==> config.mk <==
export PLATFORM = sky130hd
export DESIGN_NAME = issue_queue
export DESIGN_NICKNAME = d
export VERILOG_FILES = /design/src/rtl/issue_queue.sv
export SDC_FILE = /design/constraint.sdc
export NUM_CORES = 1
export LEC_CHECK = 0
export CAP_MARGIN = 10
export CORE_ASPECT_RATIO = 1.5
export CORE_MARGIN = 1.5
export CORE_UTILIZATION = 45
export CTS_BUF_LIST = sky130_fd_sc_hd__clkbuf_8 sky130_fd_sc_hd__clkbuf_16
export CTS_CLUSTER_DIAMETER = 30
export DETAILED_ROUTE_END_ITERATION = 10
export GPL_TIMING_DRIVEN = 0
export PLACE_DENSITY = 0.75
export REMOVE_ABC_BUFFERS = 1
export SYNTH_ARGS = -nofsm -noshare
export SYNTH_HDL_FRONTEND = slang
export SYNTH_SLANG_ARGS = --single-unit
==> constraint.sdc <==
create_clock -name clk -period 19.4 [get_ports clk]
set_clock_uncertainty 0.1 [all_clocks]
set_input_delay 5.82 -clock clk [delete_from_list [all_inputs] [get_ports clk]]
set_output_delay 5.82 -clock clk [all_outputs]
set_load 0.005 [all_outputs]
==> src/rtl/issue_queue.sv <==
// ---------------------------------------------------------------------------
// issue_queue
//   Circular instruction buffer between fetch/decode and issue. Up to two
//   entries are pushed per cycle at the tail. The head and head+1 entries are
//   presented combinationally on two issue slots. Slot 2 is granted only when
//   the pair is independent, or when it is the delay slot of a jump in slot 1.
//
// Ports
//   clk, rst           clock; reset is asynchronous and active-low
//   flush              drop every buffered entry (wins over push and pop)
//   stall              downstream stall, nothing issues while high
//   in_valid_1/2       push requests (slot 2 only counts together with slot 1)
//   in_data_1/2        {pc[31:0], inst[31:0]}
//   in_meta_1/2        predecode {jmp, ls, hilo, w_ena, w_dst[4:0]}
//   in_ready           at least two free entries (based on registered count)
//   out_valid_1/2      entry issued on slot 1 / slot 2 this cycle
//   out_data_1/2       head / head+1 entry data
//   out_meta_1/2       head / head+1 entry predecode
//   out_delay_slot_2   slot 2 carries the delay slot of the slot 1 jump
//   out_adel_1/2       misaligned pc (pc[1:0] != 0) of the slot entry
//   count              current occupancy
//   cnt_single/dual    cycles with exactly one / two issues (saturating)
//   cnt_full           cycles with in_ready low (saturating)
// ---------------------------------------------------------------------------
module issue_queue #(
  parameter int DEPTH   = 8,
  parameter int DUAL_EN = 1,
  parameter int HOLD_DS = 1,
  parameter int CNT_W   = 32
) (
  input  logic                       clk,
  input  logic                       rst,
  input  logic                       flush,
  input  logic                       stall,
  input  logic                       in_valid_1,
  input  logic                       in_valid_2,
  input  logic [63:0]                in_data_1,
  input  logic [63:0]                in_data_2,
  input  logic [8:0]                 in_meta_1,
  input  logic [8:0]                 in_meta_2,
  output logic                       in_ready,
  output logic                       out_valid_1,
  output logic                       out_valid_2,
  output logic [63:0]                out_data_1,
  output logic [63:0]                out_data_2,
  output logic [8:0]                 out_meta_1,
  output logic [8:0]                 out_meta_2,
  output logic                       out_delay_slot_2,
  output logic                       out_adel_1,
  output logic                       out_adel_2,
  output logic [$clog2(DEPTH+1)-1:0] count,
  output logic [CNT_W-1:0]           cnt_single,
  output logic [CNT_W-1:0]           cnt_dual,
  output logic [CNT_W-1:0]           cnt_full
);

  localparam int PTR_W = $clog2(DEPTH);
  localparam int OCC_W = $clog2(DEPTH + 1);
  localparam int ENT_W = 73;  // {meta[8:0], pc[31:0], inst[31:0]}

  // Predecode field positions inside the 9-bit meta word
  localparam int M_JMP  = 8;
  localparam int M_LS   = 7;
  localparam int M_HILO = 6;
  localparam int M_WENA = 5;

  logic [PTR_W-1:0] head_q, head_d;
  logic [PTR_W-1:0] tail_q, tail_d;
  logic [OCC_W-1:0] count_q, count_d;
  logic [CNT_W-1:0] cnt_single_q, cnt_single_d;
  logic [CNT_W-1:0] cnt_dual_q, cnt_dual_d;
  logic [CNT_W-1:0] cnt_full_q, cnt_full_d;

  // Entry storage; contents are never reset, validity comes from count_q
  logic [ENT_W-1:0] mem_q [DEPTH];

  logic [PTR_W-1:0] head_p1;
  logic [PTR_W-1:0] tail_p1;
  logic [ENT_W-1:0] ent_1;
  logic [ENT_W-1:0] ent_2;
  logic [8:0]       meta_1;
  logic [8:0]       meta_2;
  logic [4:0]       rs_2;
  logic [4:0]       rt_2;
  logic             ready;
  logic             push_en;
  logic             push_two;
  logic [1:0]       push_num;
  logic [1:0]       pop_num;
  logic             hold;
  logic             raw;
  logic             pair_ok;
  logic             issue_1;
  logic             issue_2;

  // -------------------------------------------------------------------------
  // Issue / push decisions
  // -------------------------------------------------------------------------
  always_comb begin
    head_p1 = head_q + PTR_W'(1);
    tail_p1 = tail_q + PTR_W'(1);
    ent_1   = mem_q[head_q];
    ent_2   = mem_q[head_p1];
    meta_1  = ent_1[72:64];
    meta_2  = ent_2[72:64];
    rs_2    = ent_2[25:21];
    rt_2    = ent_2[20:16];

    // Readiness ignores same-cycle pops so it stays a clean flop-driven signal
    ready    = (count_q <= OCC_W'(DEPTH - 2));
    push_en  = ready & in_valid_1 & ~flush;
    push_two = push_en & in_valid_2;
    push_num = {1'b0, push_en} + {1'b0, push_two};

    // A lone jump at the head waits until its delay slot is buffered
    hold = (HOLD_DS != 0) & meta_1[M_JMP] & (count_q == OCC_W'(1));

    raw = meta_1[M_WENA] &
          (((meta_1[4:0] == rs_2) & (rs_2 != 5'd0)) |
           ((meta_1[4:0] == rt_2) & (rt_2 != 5'd0)));

    // A jump always pairs with its delay slot; otherwise slot 2 must be free
    // of hazards with slot 1 and must not itself be a jump.
    if (meta_1[M_JMP]) begin
      pair_ok = 1'b1;
    end else begin
      pair_ok = ~(raw | meta_1[M_LS] | meta_2[M_JMP] | meta_1[M_HILO]);
    end

    issue_1 = (count_q != '0) & ~stall & ~flush & ~hold;
    issue_2 = issue_1 & (DUAL_EN != 0) & (count_q >= OCC_W'(2)) & pair_ok;
    pop_num = {1'b0, issue_1} + {1'b0, issue_2};
  end

  // -------------------------------------------------------------------------
  // Next-state for pointers, occupancy and performance counters
  // -------------------------------------------------------------------------
  always_comb begin
    head_d       = head_q;
    tail_d       = tail_q;
    count_d      = count_q;
    cnt_single_d = cnt_single_q;
    cnt_dual_d   = cnt_dual_q;
    cnt_full_d   = cnt_full_q;

    if (flush) begin
      head_d  = '0;
      tail_d  = '0;
      count_d = '0;
    end else begin
      head_d  = head_q + PTR_W'(pop_num);
      tail_d  = tail_q + PTR_W'(push_num);
      count_d = count_q + OCC_W'(push_num) - OCC_W'(pop_num);
    end

    // Counters keep running through flush; they saturate instead of wrapping
    if (issue_1 & ~issue_2 & (cnt_single_q != {CNT_W{1'b1}})) begin
      cnt_single_d = cnt_single_q + CNT_W'(1);
    end
    if (issue_2 & (cnt_dual_q != {CNT_W{1'b1}})) begin
      cnt_dual_d = cnt_dual_q + CNT_W'(1);
    end
    if (~ready & (cnt_full_q != {CNT_W{1'b1}})) begin
      cnt_full_d = cnt_full_q + CNT_W'(1);
    end
  end

  always_ff @(posedge clk or negedge rst) begin
    if (!rst) begin
      head_q       <= '0;
      tail_q       <= '0;
      count_q      <= '0;
      cnt_single_q <= '0;
      cnt_dual_q   <= '0;
      cnt_full_q   <= '0;
    end else begin
      head_q       <= head_d;
      tail_q       <= tail_d;
      count_q      <= count_d;
      cnt_single_q <= cnt_single_d;
      cnt_dual_q   <= cnt_dual_d;
      cnt_full_q   <= cnt_full_d;
    end
  end

  // Storage write port: slot 1 lands at the tail, slot 2 right behind it
  always_ff @(posedge clk) begin
    if (push_en) begin
      mem_q[tail_q] <= {in_meta_1, in_data_1};
    end
    if (push_two) begin
      mem_q[tail_p1] <= {in_meta_2, in_data_2};
    end
  end

  // -------------------------------------------------------------------------
  // Outputs
  // -------------------------------------------------------------------------
  assign in_ready         = ready;
  assign out_valid_1      = issue_1;
  assign out_valid_2      = issue_2;
  assign out_data_1       = ent_1[63:0];
  assign out_data_2       = ent_2[63:0];
  assign out_meta_1       = meta_1;
  assign out_meta_2       = meta_2;
  assign out_delay_slot_2 = issue_2 & meta_1[M_JMP];
  assign out_adel_1       = (ent_1[33:32] != 2'b00);
  assign out_adel_2       = (ent_2[33:32] != 2'b00);
  assign count            = count_q;
  assign cnt_single       = cnt_single_q;
  assign cnt_dual         = cnt_dual_q;
  assign cnt_full         = cnt_full_q;

endmodule
==> impl_metrics.ini, run 1 <==
[critical_path]
worstPathArrival_ns = 9.10
cp-end-kind = output pin
max_stage_delay_ns = 0.79
worstPathRequired_ns = 13.48
cp_slowest_cell = o211ai_4
critPathTopFamily = buffers and inverters
startpoint_type = primary input
path_cells = clkdlybuf4s50_1, nor2_1, nand3_1, nand3_1, a21oi_1, o2111ai_1, o211ai_4, inv_1, clkdlybuf4s50_1
path_buf_inv = 3
reg2reg_slack_ns = 13.04
r2r-start = head_q[1]
critPathMaxFanout = 27
regToRegEndpoint = count[3]
criticalPathCategory = in -> out
reg2reg_depth = 19

[placement]
place_ws_ns = 4.46
dp_hpwl_um = 78200
routabilityCongestion = 0.853
port_buffers = 403
placed_cells = 3992

[die]
fp.dieArea_sq_um = 89100
coreArea_sq_um = 86400
rows = 132
die_h_um = 365
io_pins = 404
die_w_um = 244
start_util_pct = 45.5

[global_routing]
overflow = 0
grt_pass1_vias = 28000
grt_max_degree = 75
antenna_found_initial = 14
grt_usage_pct = 26.7
grt_pass1_wl_um = 176000

[timing]
slew_headroom_pct = 33.2
fmax_mhz = 66.6
tightest_slew_ns = 1.00
fin_crit_ns = 15.02
setup_violations = 0
rsz0062_at_grt = false
setup_slack_ns = 4.38
period_share_pct = 77.4
hold_viol_final = 0
fin_tns_setup_ns = 0
maxSlewViolCount = 0

[layout]
fin_nets = 3140
syn_to_final_growth_pct = 27.4
fill_cells = 6566
final_cell_count_no_fill = 4213
layout-drive-gt1-share_pct = 42.1

[clock_tree]
cts_made_buffers = 114
cts_tree = yes
clkTransAtPathRegs_ns = 0.05
cts_max_level = 3
clockBufferDepth = 3
clock_latency_ns = 0.72
cts.sinks = 690
cts_setup_buffers = 0
postCtsHoldBufs = 0
cts_resized = 0
cts_root_buffer = clkbuf_16

[synthesis]
synth.top_cells.by_count = mux2_2, edfxtp_1, mux4_2
synth_compound_area_share_pct = 0.561
synthCells = 2519
synth-simple-area-share_pct = 5.50
ys_types = 49
synth_top_family_by_area = multiplexers
post_synth.cell_area_avg_sq_um = 15.6
synth_edf_count = 584
synth_top_cell_by_area = edfxtp_1
ys_seq_area_share_pct = 51.4
yosys_most_used_dff = edfxtp_1
yosysWarnings = 0
synthAdderAreaFrac_pct = 0.682
synthArstFlopShare_pct = 15.4
yosysMostFrequentCell = mux2_2
ys_ff_latch = 690
yosys.area_share.xor_xnor_pct = 2.59
yosysTopAreaCellShare_pct = 44.6
synth.area.mux_share_pct = 37.1
synth_area_leaders = edfxtp_1, mux2_2, mux4_2
syn_area_sq_um = 39300

[routing]
drtIter0Drc = 2071
routed-via-count = 25800
first_pass_iters = 7
post-route-drc-count = 0
wl_um = 119000
antenna_left = 0
wl_per_cell_um = 28.2
vias_per_cell = 6.13

[run_status]
status = finished, final reports clean

[hold_path]
min_to = cnt_dual[9]
min_path_cells = 1
hp-class = reg -> reg
hold_start = cnt_dual[9]

[power_and_ir_drop]
powerDensity_nw_per_um2 = 116
total_power_mw = 5.83
p_leak_nw = 17.3
ir_drop_mv = 0.101

[job]
maxCapViolCount = 0
## cell families after synthesis
kind of cell             Yosys count
XOR/XNOR                         116
flip-flops                       690
AND/OR/NAND/NOR                  468
AO/OA/AOI/OAI                     26
multiplexers                     995
buffers and inverters            205
adder cells (fa/ha/maj)           19
## worst register-to-register path, cell delays in order, from the launching register on
cell and delay, ns:
dfrtp_4 0.65, buf_16 0.29, ha_4 0.79, buf_16 0.37, buf_16 0.31, mux4_2 0.39
nand2_1 0.08, nand2_1 0.20, nor2_1 0.25, mux2i_4 0.12, o211ai_4 0.77, inv_1 0.23
ha_1 0.28, fa_1 0.49, inv_1 0.07, ha_1 0.29, a21o_1 0.18, a21oi_1 0.17
xnor2_1 0.13, nor2_1 0.06
## state kept, by name, summed over array words and instances, names as in the netlist
register	count
cnt_dual	32
cnt_full	32
cnt_single	32
count	4
head_q	3
mem_q	584
tail_q	3
## worst max-delay path by stage
| stage | start | to | slack (ns) | depth (start not counted) |
|---|---|---|---|---|
| 6_report | flush | out_valid_2 | 4.38 | 9 |
| 2_1_floorplan | head_q[0] | out_valid_2 | -1.36 | 8 |
| 3_5_place_dp | flush | out_valid_2 | 4.46 | 9 |
| 3_3_place_gp | flush | mem_q[6][40] | -13.38 | 5 |
| 4_1_cts | flush | out_valid_2 | 4.41 | 9 |
| 5_1_grt | flush | out_valid_2 | 4.17 | 9 |
## cell type report
class	count	area, sq um	share of cell area [%]
Sequential cell	690	20200	40.3
Inverter	33	129	0.257
Timing Repair Buffer	506	5840	11.7
Multi-Input combinational cell	1624	18400	36.8
Tap cell	1139	1430	2.85
Antenna cell	11	27.5	0.0550
Clock buffer	118	2950	5.90
Clock inverter	92	1040	2.08
## placed cells by master (no fill, tap or decap), types with 17 or more instances in the layout
| cell type | count |
|---|---|
| nand4_1 | 28 |
| mux2_2 | 666 |
| nor2_1 | 43 |
| clkbuf_16 | 118 |
| and3_1 | 17 |
| nand3_1 | 45 |
| edfxtp_1 | 584 |
| dfrtp_1 | 104 |
| clkdlybuf4s50_1 | 402 |
| inv_1 | 45 |
| nand2_1 | 254 |
| bufinv_16 | 20 |
| buf_12 | 22 |
| xor2_1 | 52 |
| xnor2_1 | 62 |
| mux2i_1 | 24 |
| buf_16 | 32 |
| mux4_2 | 301 |
| nor3_1 | 25 |
| buf_4 | 32 |
## stage by stage
stage	util [%]	instance area (sq um)	hold WS (ns)
detailed placement	53.3	46000	0.388
global route	58.0	50100	0.421
floorplan	-	38600	0.377
CTS	57.9	50000	0.401
global placement	51.0	44000	0.376
finish	58.0	50100	0.397
## where the power goes
part           total (mW)  internal, mW  switching [mW]
clock                2.10          1.37           0.732
sequential           1.74          1.68          0.0547
combinational        1.99          1.10           0.893
total                5.83          4.15            1.68
## routing by layer
metal | global-route usage [%] | share of wire [%] | wire [um]
met1 | 31.8 | 37 | 44300
met2 | 46.0 | 51 | 60600
met3 | 5.46 | 7.5 | 8880
met4 | 12.8 | 4.0 | 4800
met5 | 0 | 0.022 | 26
(Power assumes the default switching activity.)
==> inputs of run 2 (changes only) <==
- clock period: 19.4 -> 14.6 ns (I/O delays scaled with it)
==> results of run 2 <==
The final DEF is identical to that of run 1. Status: finished, final reports clean.
Among the figures that moved: setup slack after placement 4.46 ns -> 2.54 ns; setup slack after layout 4.38 ns -> 2.46 ns; register-to-register setup slack 13.04 ns -> 8.24 ns; total power 5.83 mW -> 7.75 mW; worst IR drop on VDD 0.101 mV -> 0.134 mV
==> inputs of run 3 (changes only) <==
- PLACE_DENSITY: 0.75 -> 0.77
- clock period: 14.6 -> 11.1 ns (I/O delays scaled with it)
==> run 3 against run 2 <==
  * Clock-buffer cell count increased by 17
  * Combinational power increased by 30%
  * Critical path depth unchanged
  * Setup slack got worse by 1.4 ns
  * Sequential share of layout area decreased by 0.38 points
  * Largest cell class unchanged
  * Largest power group unchanged
==> impl_metrics.ini, run 3 (synthesis gave the netlist of run 1 again) <==
[run_status]
status = finished, final reports clean

[routing]
antenna_left = 0
post-route-drc-count = 0
wl_per_cell_um = 28.3
wl_um = 120000
first_pass_iters = 5
vias_per_cell = 6.19
routed-via-count = 26200
drtIter0Drc = 1936

[die]
io_pins = 404
fp.dieArea_sq_um = 89100
coreArea_sq_um = 86400
die_w_um = 244
rows = 132
start_util_pct = 45.5
die_h_um = 365

[global_routing]
grt_usage_pct = 26.9
antenna_found_initial = 12
grt_pass1_wl_um = 178000
grt_pass1_vias = 28400
overflow = 0
grt_max_degree = 75

[clock_tree]
cts.sinks = 690
cts_resized = 0
postCtsHoldBufs = 0
cts_setup_buffers = 0
cts_tree = yes
cts_made_buffers = 131
cts_max_level = 4
clockBufferDepth = 3
clock_latency_ns = 0.75
cts_root_buffer = clkbuf_16
clkTransAtPathRegs_ns = 0.05

[timing]
slew_headroom_pct = 21.9
tightest_slew_ns = 1.14
fmax_mhz = 99.6
maxSlewViolCount = 0
fin_crit_ns = 10.04
hold_viol_final = 0
rsz0062_at_grt = false
setup_violations = 0
period_share_pct = 90.5

[critical_path]
cp_slowest_cell = clkdlybuf4s50_1
criticalPathCategory = in -> out
max_stage_delay_ns = 0.79
path_buf_inv = 3
critPathMaxFanout = 27
reg2reg_depth = 19
worstPathArrival_ns = 6.61
critPathTopFamily = buffers and inverters
path_cells = clkdlybuf4s50_1, nor2_1, nand3_1, nand3_1, a21oi_1, o2111ai_1, o211ai_4, inv_1, clkdlybuf4s50_1
startpoint_type = primary input
crit_cells = 9
regToRegEndpoint = count[3]
r2r-start = head_q[1]
cp-endpoint = out_valid_2
worstPathRequired_ns = 7.67
startpoint = flush
reg2reg_slack_ns = 4.08
cp-end-kind = output pin

[layout]
fin_util_pct = 58.5
regMostFlops = mem_q
fin_nets = 3155
largest_reg_flops = 584
layout_commonest_cell = mux2_2
final_cell_mix = mux2_2, edfxtp_1, clkdlybuf4s50_1, mux4_2, nand2_1
final_cell_count_no_fill = 4231
syn_to_final_growth_pct = 28.6
layout-drive-gt1-share_pct = 42.4

[job]
maxCapViolCount = 0

[placement]
port_buffers = 403
dp_hpwl_um = 78800
routabilityCongestion = 0.822
placed_cells = 3990

[power_and_ir_drop]
ir_drop_mv = 0.163
p_leak_nw = 17.6
powerDensity_nw_per_um2 = 208

[hold_path]
hp-class = reg -> reg
-- run 3: final cells by class --
class / count / area (sq um)
Antenna cell: 4 / 10.0
Clock buffer: 135 / 3370
Clock inverter: 102 / 1070
Fill cell: 6410 / 35800
Inverter: 33 / 129
Multi-Input combinational cell: 1624 / 18400
Sequential cell: 690 / 20200
Tap cell: 1139 / 1430
Timing Repair Buffer: 504 / 5900
-- run 3: how the worst min path moves through the flow --
stage | end | from | cells after the start
after floorplan | cnt_dual[9] | cnt_dual[9] | 1
after global placement | cnt_single[19] | cnt_single[19] | 1
after detailed placement | cnt_dual[17] | cnt_dual[17] | 1
after CTS | cnt_dual[17] | cnt_dual[17] | 1
after global routing | cnt_full[30] | cnt_full[30] | 1
final | cnt_dual[17] | cnt_dual[17] | 1
-- run 3: power by group --
part,leakage [nW],switching (mW),internal (mW)
logic,8.67,1.53,1.92
registers,6.72,0.141,2.94
clock network,2.22,1.42,2.55
-- run 3: worst register-to-register path, cell delays in order, from the launching register on --
cell       delay, ns
dfrtp_4         1.00
buf_16          0.35
buf_16          0.35
ha_4            0.41
xor2_4          0.75
buf_12          0.28
mux4_2          0.41
xnor2_1         0.16
a21oi_1         0.15
o2111ai_1       0.26
o211ai_4        0.78
inv_1           0.20
ha_1            0.29
fa_1            0.50
inv_1           0.07
ha_1            0.29
a21o_1          0.19
a21oi_1         0.17
xnor2_1         0.14
nor2_1          0.05
-- run 3: metal layers --
layer  vias to the layer above  routed length (um)  global-route usage, %
li1                      11000                   -                      -
met5                         -                 109                      0
met3                       309                9660                   6.53
met1                     13600               43900                   31.7
met2                      1291               61200                   46.1
met4                        16                5090                   12.8
-- run 3: through the flow --
stage	hold WS [ns]	TNS (ns)	worst slack (ns)	area [sq um]	total power, mW
floorplan	0.377	-1440.01	-7.17	38600	5.70
global placement	0.372	-	-18.78	44000	7.46
detailed placement	0.382	0	1.12	46100	6.57
CTS	0.390	0	1.11	50500	10.6
global route	0.410	0	0.893	50500	10.9
finish	0.394	0	1.06	50500	10.5
